**src/rtl/debounce_multi.sv**
```systemverilog
// debounce_multi: parametrised multi-channel debouncer with per-channel
// synchronizer, stability counter, debounced level and rise/fall pulses.
// Optional long-press detection is built when DEBOUNCE_MULTI_LONG_PRESS_EN
// is defined; otherwise long_press is tied low.
module debounce_multi #(
  parameter int unsigned NCH         = 4,
  parameter int unsigned NDELAY      = 1000000,
  parameter int unsigned NBITS       = 20,
  parameter int unsigned SYNC_STAGES = 2,
  parameter logic        INIT        = 1'b0,
  parameter int unsigned NLONG       = 3000000,
  parameter int unsigned LBITS       = 22
) (
  input  logic           clk,
  input  logic           reset_n,
  input  logic [NCH-1:0] din,
  output logic [NCH-1:0] dout,
  output logic [NCH-1:0] rise,
  output logic [NCH-1:0] fall,
  output logic           any_change,
  output logic [NCH-1:0] long_press
);

  localparam logic [NBITS-1:0] DELAY_MAX = NBITS'(NDELAY);

  // Elaboration-time sanity checks on counter widths
  if (64'(NDELAY) >= (64'd1 << NBITS)) begin : g_nbits_too_small
    $error("debounce_multi: NBITS too small for NDELAY");
  end
  if (64'(NLONG) >= (64'd1 << LBITS)) begin : g_lbits_too_small
    $error("debounce_multi: LBITS too small for NLONG");
  end

  logic [NCH-1:0]            sync_q [SYNC_STAGES];
  logic [NCH-1:0]            s;
  logic [NCH-1:0]            cand_q, cand_d;
  logic [NCH-1:0][NBITS-1:0] count_q, count_d;
  logic [NCH-1:0]            dout_d, rise_d, fall_d;

  assign s = sync_q[SYNC_STAGES-1];

  // Input synchronizer chain, one flop per stage for every channel
  always_ff @(posedge clk or negedge reset_n) begin
    if (!reset_n) begin
      for (int k = 0; k < SYNC_STAGES; k++) begin
        sync_q[k] <= {NCH{INIT}};
      end
    end else begin
      sync_q[0] <= din;
      for (int k = 1; k < SYNC_STAGES; k++) begin
        sync_q[k] <= sync_q[k-1];
      end
    end
  end

  // Per-channel stability tracking; a changed sample restarts the count
  always_comb begin
    cand_d  = cand_q;
    count_d = count_q;
    dout_d  = dout;
    rise_d  = '0;
    fall_d  = '0;
    for (int i = 0; i < NCH; i++) begin
      if (s[i] != cand_q[i]) begin
        cand_d[i]  = s[i];
        count_d[i] = '0;
      end else if (count_q[i] == DELAY_MAX) begin
        dout_d[i] = cand_q[i];
        rise_d[i] = cand_q[i] & ~dout[i];
        fall_d[i] = ~cand_q[i] & dout[i];
      end else begin
        count_d[i] = count_q[i] + NBITS'(1);
      end
    end
  end

  // Debounce state and registered edge pulses
  always_ff @(posedge clk or negedge reset_n) begin
    if (!reset_n) begin
      cand_q     <= {NCH{INIT}};
      count_q    <= '0;
      dout       <= {NCH{INIT}};
      rise       <= '0;
      fall       <= '0;
      any_change <= 1'b0;
    end else begin
      cand_q     <= cand_d;
      count_q    <= count_d;
      dout       <= dout_d;
      rise       <= rise_d;
      fall       <= fall_d;
      any_change <= |(rise | fall);
    end
  end

`ifdef DEBOUNCE_MULTI_LONG_PRESS_EN
  localparam logic [LBITS-1:0] LONG_MAX = LBITS'(NLONG);

  logic [NCH-1:0][LBITS-1:0] lcnt_q, lcnt_d;
  logic [NCH-1:0]            long_d;

  // Hold-time counter per channel; pulse once when it reaches the threshold
  always_comb begin
    lcnt_d = lcnt_q;
    long_d = '0;
    for (int i = 0; i < NCH; i++) begin
      if (!dout[i]) begin
        lcnt_d[i] = '0;
      end else if (lcnt_q[i] != LONG_MAX) begin
        lcnt_d[i] = lcnt_q[i] + LBITS'(1);
        long_d[i] = (lcnt_q[i] == LONG_MAX - LBITS'(1));
      end
    end
  end

  // Long-press counters and pulse register
  always_ff @(posedge clk or negedge reset_n) begin
    if (!reset_n) begin
      lcnt_q     <= '0;
      long_press <= '0;
    end else begin
      lcnt_q     <= lcnt_d;
      long_press <= long_d;
    end
  end
`else
  assign long_press = '0;
`endif

endmodule

```
**config.mk**
```make
export PLATFORM = sky130hd
export DESIGN_NAME = debounce_multi
export DESIGN_NICKNAME = d
export VERILOG_FILES = /design/src/rtl/debounce_multi.sv
export SDC_FILE = /design/constraint.sdc
export NUM_CORES = 1
export LEC_CHECK = 0
export BUFFER_PORTS_ARGS = -buffer_cell sky130_fd_sc_hd__buf_2
export CORE_MARGIN = 2
export CORE_UTILIZATION = 61
export DETAILED_ROUTE_END_ITERATION = 12
export GPL_TIMING_DRIVEN = 0
export PLACE_DENSITY = 0.79
export SYNTH_ARGS = -nofsm -noshare
export SYNTH_HDL_FRONTEND = slang
export SYNTH_SLANG_ARGS = --single-unit
```
**constraint.sdc**
```tcl
create_clock -name clk -period 2.56 [get_ports clk]
set_input_delay 0.128 -clock clk [delete_from_list [all_inputs] [get_ports clk]]
set_output_delay 0.128 -clock clk [all_outputs]
set_load 0.005 [all_outputs]
```
[Word-level counts from Yosys, hierarchy flattened]
Cells that the tools add are included.
Operators by class
  $add $sub $neg: 4
  multipliers: 0
  div/mod/pow operators: 0
  $lt $le $gt $ge: 0
  eq/ne operators: 12
  shift operators: 0
  muxes and demuxes: 24
  bitwise logic cells: 21
  reductions and logical operators: 5
Operators by type and width (count)
  20-bit 2-to-1 mux: 8
  20-bit by 1-bit adder with 20-bit output, second input constant: 4
  20-bit equality test, second input constant: 4
  1-bit 2-to-1 mux: 16
  1-bit inverter: 12
  1-bit AND: 8
  2-bit != test, second input constant: 4
  2-bit AND reduction: 4
  1-bit != test: 4
  4-bit bitwise OR: 1
  4-bit OR reduction: 1
Word-level totals
  bits in registers: 105
  bits in latches: 0
  memory bits (writable): 0
  bits in read-only memories: 0
  input port bits: 6
  output and inout port bits: 17
  word-level logic and storage cells: 83
  memories kept: 0

[Longest topological paths before layout]
Gate-level depths: netlist of run 1.
  depth in word-level cells: 4
  gate-level depth with buffers: 6
  depth with buffers taken out: 6

[Worst setup path before layout of run 1]
No wires, ideal clock.
  path kind: flip-flop to flip-flop
  from: register count_q[41] (netlist bit)
  to: register count_q[58] (netlist bit)
  library setup time: 0.079 ns
  arrival time: 1.795 ns
  data required time: 2.481 ns
  slack: 0.686 ns
  cell stages (with the launch flop): 6
  path buffers: 0
  period minus slack after synthesis: 1.874 ns
  cells stage by stage: dfrtp_1 ha_1 nand4_1 or4_4 or4_1 a21oi_1
On the way
  word-level cells in the longest chain between the ends: 3
  elaborated cells between the ends (all ways): 5
  classes of those cells: add/sub (1); eq/ne (2); mux (2)
Ends and longest elaborated chain
  start, declared: RTL line 37  | logic [NCH-1:0][NBITS-1:0] count_q, count_d;
  start signal, assigned: RTL line 88  | count_q <= count_d;
  20-bit by 1-bit adder with 20-bit output: RTL line 72  | count_d[i] = count_q[i] + NBITS'(1);
  20-bit 2-to-1 mux: RTL line 67  | end else if (count_q[i] == DELAY_MAX) begin
  20-bit 2-to-1 mux: RTL line 64  | if (s[i] != cand_q[i]) begin
Several ways; a longest one is shown, not always the timed one. The select of a mux whose other input is x is not followed.
A chain may end at the register's enable or synchronous reset.

[Worst setup path after layout of run 1]
  from: register count_q[0] (netlist bit)
  to: register count_q[16] (netlist bit)
The elaborated chain is that of the path after synthesis.

==> run_results.csv, run 1 <==
group,metric,value,unit
outcome,status,"completed",
setup_path,critical-path-max-stage-delay,740,ps
worst_hold_path,min_path_type,"primary input to asynchronous set/reset pin",
sta,hold_viol,0,
clock_network,clk_pin_slew,100,ps
setup_path,cp_max_fo,6,
setup_path,cp_top_family,"simple AND/OR/NAND/NOR gates",
floorplanning,coreArea,8260,um^2
synth,postSynthAreaPerCell,9.61,um^2
final_layout,nets,596,
setup_path,crit_buf_inv,0,
synth,yosysUniqueCellTypes,38,
setup_path,crit_chain,"ha_1, nand3_1, nor4_1, a21oi_1, a31o_2",
clock_network,ctsResizeCount,0,
clock_network,clockBufferDepth,2,
sta,fin_crit,2160,ps
floorplanning,std_cell_rows,33,
place,place.gp.congestion,0.856,
place,dpl.hpwl,7040,um
place,port-buffer-count,18,
clock_network,cts_sinks,105,
floorplanning,die_w,96.6,um
clock_network,cts_tree,"done",
setup_path,worstSetupPathType,"register to register",
grt,grt_pass1_vias,3865,
routing,ant_nets,0,
power,powerDensity,542,nW/um^2
sta,max_freq,462,MHz
setup_path,startpoint_type,"register",
synth,synth_warnings,0,
clock_network,clock_latency,360,ps
power,p_leak,2.40,nW
synth,syn_area,5230,um^2
clock_network,cts_buffers,9,
routing,post_drt_wl_per_cell,14.8,um
grt,grt_max_degree,64,
clock_network,cts.htree.levels,3,
routing,initialDrtViolationCount,223,
sta,period_share,84.5,%
setup_path,cpMaxStageDelayCell,"nor4_1",
final_layout,fill_cells,643,
routing,first_pass_iters,4,
synth,seq_area_frac_synth,50.2,%
setup_path,crit_required,2820,ps
sta,fin_setup_tns,0,ps
clock_network,cts_root_buf,"clkbuf_8",
sta,slew_violations,0,
final_layout,layout-drive-gt1-share,8.01,%
floorplanning,start_util,63.3,%
power,irDropWorstVdd,0.482,mV
routing,drcViolationCount,0,
routing,wl,10200,um
final_layout,fin_area,5770,um^2
floorplanning,die_area,9330,um^2
place,dpl_cell_area,5490,um^2
flow_run,maxCapViolCount,0,
sta,skew,11.4,ps
routing,num_vias,4187,
grt,gr-total-overflow,0,
sta,rsz0062_at_grt,"false",
grt,grtUsageTotal,23.5,%
final_layout,n_antenna_cell,0,
final_layout,syn_to_final_growth,10.4,%
synth,netlist_instances,544,
floorplanning,pin_count,23,
grt,antenna_found_initial,0,
setup_path,arrival,2420,ps
power,report.power.total,3.13,mW
sta,setup_violations,0,
synth,ys_ff_latch,105,
grt,grt_pass1_wl,17300,um
sta,tightestPinTransition,847,ps
sta,maxSlewHeadroom,43.0,%
floorplanning,fp.dieH,96.6,um
routing,vias_per_cell,6.05,
setup_path,end_kind,"register",
-- per-layer routing --
metal  global-route usage (%)  share of wire (%)  vias up
met2                     38.8                 50       82
met4                     5.99               0.76        0
li1                         -                  -     2023
met3                     4.89                3.1        8
met1                     32.0                 46     2074
met5                        0                  0        -
-- through the flow --
stage / hold slack (ps) / std cells / utilization (%) / setup WS [ps]
3_3_place_gp: 236 / 670 / 66.2 / 254
5_1_grt: 360 / 692 / 69.9 / 224
3_5_place_dp: 157 / 671 / 66.5 / 501
6_report: 301 / 692 / 69.9 / 396
2_1_floorplan: -168 / 547 / - / 686
4_1_cts: 307 / 692 / 69.9 / 463
-- path summary, 6_finish.rpt --
check | startpoint | endpoint | slack, ps | cells past startpoint
worst min register to register | sync_q[4]$_DFF_PN0_ | s[0]$_DFF_PN0_ | 360 | 0
worst min-delay path | reset_n | count_q[55]$_DFFE_PN0P_ | 300 | 2
max in group asynchronous | reset_n | count_q[15]$_DFFE_PN0P_ | 1580 | 3
min in group clk | sync_q[4]$_DFF_PN0_ | s[0]$_DFF_PN0_ | 360 | 0
worst max register to register | count_q[0]$_DFFE_PN0P_ | count_q[16]$_DFFE_PN0P_ | 400 | 5
worst max-delay path | count_q[0]$_DFFE_PN0P_ | count_q[16]$_DFFE_PN0P_ | 400 | 5
-- where the power goes --
part / switching, mW / internal, mW / leakage [nW]
logic: 0.142 / 0.0785 / 0.869
registers: 0.0592 / 1.70 / 1.43
clock network: 0.571 / 0.579 / 0.105
total: 0.772 / 2.35 / 2.40
-- synth_stat cells, drive strengths merged --
master | n | area share (%)
or4 | 8 | 1.3
ha | 8 | 1.9
and4bb | 1 | 0.24
nand3 | 37 | 3.5
inv | 18 | 1.3
nand2 | 43 | 3.1
nor3 | 16 | 1.5
nand2b | 12 | 1.4
o31ai | 5 | 0.72
nor4b | 10 | 1.7
and3 | 16 | 1.9
nand4 | 20 | 2.7
or3 | 16 | 1.9
buf | 4 | 0.57
a31o | 2 | 0.33
o21ai | 36 | 3.4
xnor2 | 24 | 4.0
mux2i | 5 | 0.96
conb | 1 | 0.072
nor3b | 1 | 0.14
nor4bb | 3 | 0.57
o211ai | 5 | 0.72
xor2 | 20 | 3.3
a21oi | 32 | 3.1
a21boi | 1 | 0.14
nor2 | 46 | 3.3
a31oi | 3 | 0.36
nor4 | 14 | 1.7
nor2b | 3 | 0.36
and2 | 3 | 0.36
nand4b | 2 | 0.33
a41o | 3 | 0.57
and4 | 6 | 1.0
clkbuf | 13 | 0.93
or2 | 2 | 0.24
dfrtp | 105 | 50
-- sequential cells by signal, summed over array words and instances, names as in the netlist --
register	cells
count_q	80
s	4
cand_q	4
any_change	1
dout	4
sync_q	4
rise	4
fall	4
-- cell usage in the layout, fill, tap and decap left out, drive strengths merged, types with 23 or more instances in the layout --
cell type / instances
buf: 23
clkbuf: 23
nor2: 46
dfrtp: 105
a21oi: 32
nand2: 43
o21ai: 36
xnor2: 24
nand3: 37
-- repair_timing --
action	4_1_cts	5_1_grt
endpoints found under the hold margin	46	0
buffers inserted	0	0
hold buffers	5	0
-- layout make-up --
class / instances / area [um^2] / area share [%]
Clock buffer: 10 / 138 / 2.38
Buffer: 17 / 78.8 / 1.37
Multi-Input combinational cell: 407 / 2470 / 42.7
Clock inverter: 6 / 91.3 / 1.58
Sequential cell: 105 / 2630 / 45.5
Tap cell: 105 / 131 / 2.28
Timing Repair Buffer: 24 / 170 / 2.95
Inverter: 18 / 67.6 / 1.17
-- logic make-up after synthesis --
family	synth area share, %
compound gates	9.35
simple gates	27.3
buf+inv	2.80
mux	0.957
other cells	0.0717
fa+ha+maj	1.91
flops	50.2
xor+xnor	7.37
Note: power is estimated with default switching activity, not from simulation.
==> run 2, diff against run 1 <==
--- a/config.mk
+++ b/config.mk
@@ -7,10 +7,10 @@
 export LEC_CHECK = 0
 export BUFFER_PORTS_ARGS = -buffer_cell sky130_fd_sc_hd__buf_2
 export CORE_MARGIN = 2
-export CORE_UTILIZATION = 61
+export CORE_UTILIZATION = 55
 export DETAILED_ROUTE_END_ITERATION = 12
 export GPL_TIMING_DRIVEN = 0
-export PLACE_DENSITY = 0.79
+export PLACE_DENSITY = 0.75
 export SYNTH_ARGS = -nofsm -noshare
 export SYNTH_HDL_FRONTEND = slang
 export SYNTH_SLANG_ARGS = --single-unit
==> constraint.sdc (replaced) <==
create_clock -name clk -period 1.75 [get_ports clk]
set_input_delay 0.0875 -clock clk [delete_from_list [all_inputs] [get_ports clk]]
set_output_delay 0.0875 -clock clk [all_outputs]
set_load 0.005 [all_outputs]
==> run 2 against run 1 <==
Against the previous run: the run now ends with negative setup slack left; power up 53%; register-to-register slack worse by 540 ps; sequential power is 47% higher; critical endpoint is now count_q[58]$_DFFE_PN0P_.
==> run_results.csv, run 2 (synthesized netlist as in run 1, its figures left out) <==
group,metric,value,unit
outcome,status,"finished with violations",
outcome,violations,"negative setup slack",
setup_path,crit_buf_inv,0,
routing,initialDrtViolationCount,207,
clock_network,cts_root_buf,"clkbuf_8",
sta,setup_slack,-142,ps
clock_network,clockBufferDepth,2,
setup_path,cpMaxStageDelayCell,"or4_4",
routing,wl,11800,um
floorplanning,coreArea,9240,um^2
setup_path,reg2reg_slack,-140,ps
clock_network,cts_sinks,105,
clock_network,cts_tree,"done",
setup_path,arrival,2190,ps
final_layout,final_cell_mix,"95 x dfrtp_1, 46 x nor2_1, 45 x buf_4",
power,p_leak,2.77,nW
place,dpl_worst_slack,-331,ps
routing,drcViolationCount,0,
setup_path,reg2regPathDepth,4,
setup_path,crit_chain,"nand4_1, or4_4, or4_1, a21oi_2",
flow_run,maxCapViolCount,0,
grt,antenna_found_initial,0,
final_layout,largest_reg_flops,80,
place,dp.cells,695,
setup_path,worstSetupPathType,"register to register",
grt,grt_pass1_vias,4275,
final_layout,seqCellArea,2640,um^2
sta,fin_crit,1890,ps
floorplanning,std_cell_rows,35,
final_layout,regMostFlops,"count_q",
final_layout,fill_cells,684,
sta,hold_viol,0,
setup_path,end_kind,"register",
sta,slew_violations,0,
floorplanning,die_area,10300,um^2
sta,skew,9.51,ps
clock_network,cts.htree.levels,3,
sta,maxSlewHeadroom,63.2,%
grt,gr-total-overflow,0,
final_layout,final_common_cell,"dfrtp_1",
worst_hold_path,min_path_type,"primary input to asynchronous set/reset pin",
final_layout,layout-drive-gt1-share,23.3,%
clock_network,clk_pin_slew,100,ps
final_layout,syn_to_final_growth,24.2,%
sta,rsz0062_at_grt,"true",
setup_path,critical-path-max-stage-delay,590,ps
setup_path,cp_top_family,"simple AND/OR/NAND/NOR gates",
final_layout,stdcell_count,756,
grt,grt_pass1_wl,19400,um
setup_path,startpoint_type,"register",
setup_path,cp_num_cells,4,
floorplanning,start_util,56.6,%
place,place.gp.congestion,0.876,
grt,grt_max_degree,67,
sta,tightestPinTransition,547,ps
place,dpl.hpwl,7150,um
floorplanning,pin_count,23,
power,powerDensity,735,nW/um^2
power,irDropWorstVdd,0.674,mV
sta,period_share,108,%
final_layout,n_antenna_cell,0,
floorplanning,fp.dieH,102,um
final_layout,nets,637,
clock_network,cts_buffers,9,
floorplanning,die_w,102,um
routing,num_vias,4450,
grt,grtUsageTotal,23.5,%
routing,ant_nets,0,
routing,first_pass_iters,5,
final_layout,multi_input_area,2800,um^2
clock_network,clock_latency,370,ps
setup_path,r2r_end,"count_q[58]$_DFFE_PN0P_",
setup_path,rr_startpoint,"count_q[46]$_DFFE_PN0P_",
setup_path,cp_max_fo,5,
setup_path,crit_required,2050,ps
sta,setup_violations,7,
place,port-buffer-count,18,
routing,post_drt_wl_per_cell,15.7,um
sta,max_freq,529,MHz
routing,vias_per_cell,5.89,
-- run 2: worst max path at each step --
stage	from	slack [ps]	end
2_1_floorplan	count_q[41]$_DFFE_PN0P_	-50	count_q[58]$_DFFE_PN0P_
3_3_place_gp	reset_n	-730	count_q[63]$_DFFE_PN0P_
3_5_place_dp	count_q[0]$_DFFE_PN0P_	-330	count_q[16]$_DFFE_PN0P_
4_1_cts	count_q[40]$_DFFE_PN0P_	-150	count_q[58]$_DFFE_PN0P_
5_1_grt	count_q[40]$_DFFE_PN0P_	-200	count_q[58]$_DFFE_PN0P_
6_report	count_q[46]$_DFFE_PN0P_	-140	count_q[58]$_DFFE_PN0P_
-- run 2: layout make-up --
type	count	share of cell area (%)
clock inverter	5	1.64
clock buffer	10	1.97
tap	129	2.49
sequential	105	40.7
inverter	18	1.04
multi-input combinational	407	43.1
buffer	13	1.00
timing repair buffer	69	8.11
-- run 2: stage by stage --
step	TNS, ps	instance area, um^2	utilization [%]	total power [mW]	hold WS, ps
after floorplan	-47.7	5250	-	2.79	-208
after global placement	-59410	5500	59.5	2.90	195
after detailed placement	-4060	5530	59.8	2.93	102
after CTS	-718	6180	66.9	4.78	238
after global routing	-1050	6490	70.3	4.98	297
final	-403	6490	70.3	4.77	249
-- run 2: report_power, final --
group,internal (mW),switching (mW)
registers,2.48,0.0907
logic,0.192,0.260
clock network,0.945,0.797
-- run 2: worst register-to-register path: cells and delay by family (launching register included) --
kind / cells / cell delay [ps]
AND/OR/NAND/NOR: 3 / 1260
flip-flops: 1 / 430
AO/OA/AOI/OAI: 1 / 130
-- run 2: repair_timing --
item | in CTS | in global routing
endpoints found under the hold margin | 43 | 0
setup endpoints to repair | 46 | 61
hold buffers | 5 | 0
gates resized for setup | 29 | 47
setup buffers | 32 | 13
pin swaps | 12 | 18
-- run 2: metal layers --
metal	wire length, um	GRT usage, %
met1	5210	31.5
met2	5930	38.2
met3	461	4.69
met4	244	8.63
met5	0	0
==> run 3, diff against run 2 <==
--- a/config.mk
+++ b/config.mk
@@ -6,6 +6,7 @@
 export NUM_CORES = 1
 export LEC_CHECK = 0
 export BUFFER_PORTS_ARGS = -buffer_cell sky130_fd_sc_hd__buf_2
+export CORE_ASPECT_RATIO = 0.5
 export CORE_MARGIN = 2
 export CORE_UTILIZATION = 55
 export DETAILED_ROUTE_END_ITERATION = 12
==> run 3 against run 2 <==
Against the previous run: the flow still finishes with violations (negative setup slack); cell area up 2.2%; setup slack gained 43 ps; clock skew down 5.5 ps; maximum frequency rose by 2.3%; first-iteration DRC count increased by 81%; non-clock buffer count grew 3; critical path depth up 1; global-route usage down 0.82 points; sequential cell count unchanged; largest cell class unchanged; largest power group unchanged; highest routed layer unchanged.
==> run_results.csv, run 3 (synthesized netlist as in run 1, its figures left out) <==
group,metric,value,unit
outcome,status,"finished with violations",
setup_path,crit_required,2020,ps
floorplanning,pin_count,23,
final_layout,n_antenna_cell,0,
sta,setup_violations,3,
clock_network,clock_latency,350,ps
final_layout,multi_input_area,2840,um^2
sta,setup_slack,-98.6,ps
routing,initialDrtViolationCount,374,
grt,gr-total-overflow,0,
floorplanning,die_w,142,um
sta,max_freq,541,MHz
sta,fin_crit,1850,ps
setup_path,r2r_end,"count_q[58]$_DFFE_PN0P_",
final_layout,largest_reg_flops,80,
floorplanning,std_cell_rows,25,
grt,grt_pass1_wl,18600,um
sta,holdWs,255,ps
routing,vias_per_cell,5.83,
sta,tightestPinTransition,563,ps
worst_hold_path,min_path_type,"primary input to asynchronous set/reset pin",
grt,grt_pass1_vias,3975,
final_layout,seqCellArea,2650,um^2
place,dpl_worst_slack,-296,ps
setup_path,worstSetupPathType,"register to register",
routing,ant_nets,0,
sta,hold_viol,0,
setup_path,startpoint_type,"register",
routing,post_drt_wl_per_cell,15.9,um
outcome,violations,"negative setup slack",
final_layout,regMostFlops,"count_q",
final_layout,syn_to_final_growth,26.9,%
power,powerDensity,799,nW/um^2
setup_path,critPathCapture,"count_q[58]$_DFFE_PN0P_",
grt,grtUsageTotal,22.7,%
power,report.power.total,5.30,mW
clock_network,clk_pin_slew,70,ps
routing,first_pass_iters,6,
clock_network,cts.htree.levels,3,
place,port-buffer-count,18,
floorplanning,fp.dieH,73.0,um
final_layout,nets,640,
clock_network,cts_sinks,105,
power,irDropWorstVdd,0.576,mV
power,p_leak,2.84,nW
setup_path,cp_max_fo,3,
place,dpl.hpwl,6840,um
final_layout,final_common_cell,"dfrtp_1",
routing,drcViolationCount,0,
routing,wl,12000,um
final_layout,final_cell_mix,"90 x dfrtp_1, 51 x buf_4, 46 x nor2_1",
setup_path,crit_start,"count_q[40]$_DFFE_PN0P_",
clock_network,cts_buffers,9,
flow_run,maxCapViolCount,0,
routing,num_vias,4387,
final_layout,layout-drive-gt1-share,25.5,%
sta,rsz0062_at_grt,"true",
setup_path,rr_startpoint,"count_q[40]$_DFFE_PN0P_",
grt,antenna_found_initial,0,
place,place.gp.congestion,0.848,
clock_network,cts_tree,"done",
clock_network,cts_root_buf,"clkbuf_16",
sta,slew_violations,0,
final_layout,fill_cells,656,
grt,grt_max_degree,69,
clock_network,clockBufferDepth,2,
setup_path,reg2regPathDepth,5,
setup_path,reg2reg_slack,-100,ps
sta,skew,4.05,ps
sta,maxSlewHeadroom,62.2,%
setup_path,end_kind,"register",
floorplanning,start_util,55.9,%
final_layout,final_core_utilization,70.9,%
floorplanning,die_area,10400,um^2
setup_path,arrival,2120,ps
sta,fin_setup_tns,-164,ps
sta,period_share,106,%
floorplanning,coreArea,9350,um^2
-- run 3: power by group --
part,total (mW),switching (mW),leakage (nW),internal [mW]
sequential,2.58,0.0890,1.41,2.49
combinational,0.496,0.277,1.27,0.219
clock,2.23,0.952,0.164,1.28
total,5.30,1.32,2.84,3.98
-- run 3: final cells by class --
type | count | area share [%]
plain buffers | 13 | 0.999
flip-flops and latches | 105 | 39.9
clock inverters | 7 | 1.53
clock buffers | 9 | 3.39
multi-input cells | 407 | 42.8
inverters | 18 | 1.02
repair buffers | 72 | 8.11
well taps | 121 | 2.28
-- run 3: layer usage --
layer,vias up,wire length (um),track usage (%)
li1,2114,-,-
met1,2183,5570,31.2
met2,81,5880,37.3
met3,9,439,5.51
met4,0,68,5.22
met5,-,0,0
-- run 3: what timing repair did --
action / in CTS / in global routing
pin swaps: 9 / 24
buffers inserted: 22 / 26
hold endpoints to repair: 41 / 0
setup endpoints to repair: 51 / 58
gates resized for setup: 33 / 56
hold buffers: 5 / 0
-- run 3: worst min path at each step --
| stage | from | end | slack [ps] | cells after the start |
|---|---|---|---|---|
| 2_1_floorplan | reset_n | any_change$_DFF_PN0_ | -210 | 0 |
| 3_3_place_gp | din[2] | sync_q[6]$_DFF_PN0_ | 200 | 1 |
| 3_5_place_dp | reset_n | count_q[30]$_DFFE_PN0P_ | 100 | 1 |
| 4_1_cts | reset_n | count_q[30]$_DFFE_PN0P_ | 270 | 2 |
| 5_1_grt | reset_n | count_q[30]$_DFFE_PN0P_ | 300 | 2 |
| 6_report | reset_n | count_q[69]$_DFFE_PN0P_ | 250 | 2 |
-- run 3: stage by stage --
step           std cells  cell area [um^2]
6_report             752              6640
4_1_cts              728              6220
5_1_grt              752              6640
3_3_place_gp         686              5490
3_5_place_dp         687              5520
2_1_floorplan        547              5250
-- run 3: worst max-delay path, stage by stage (launching register included) --
cell and delay (ps):
dfrtp_1 360, ha_2 190, nand4_1 140, or4_4 540, or4_4 430, a21oi_2 130
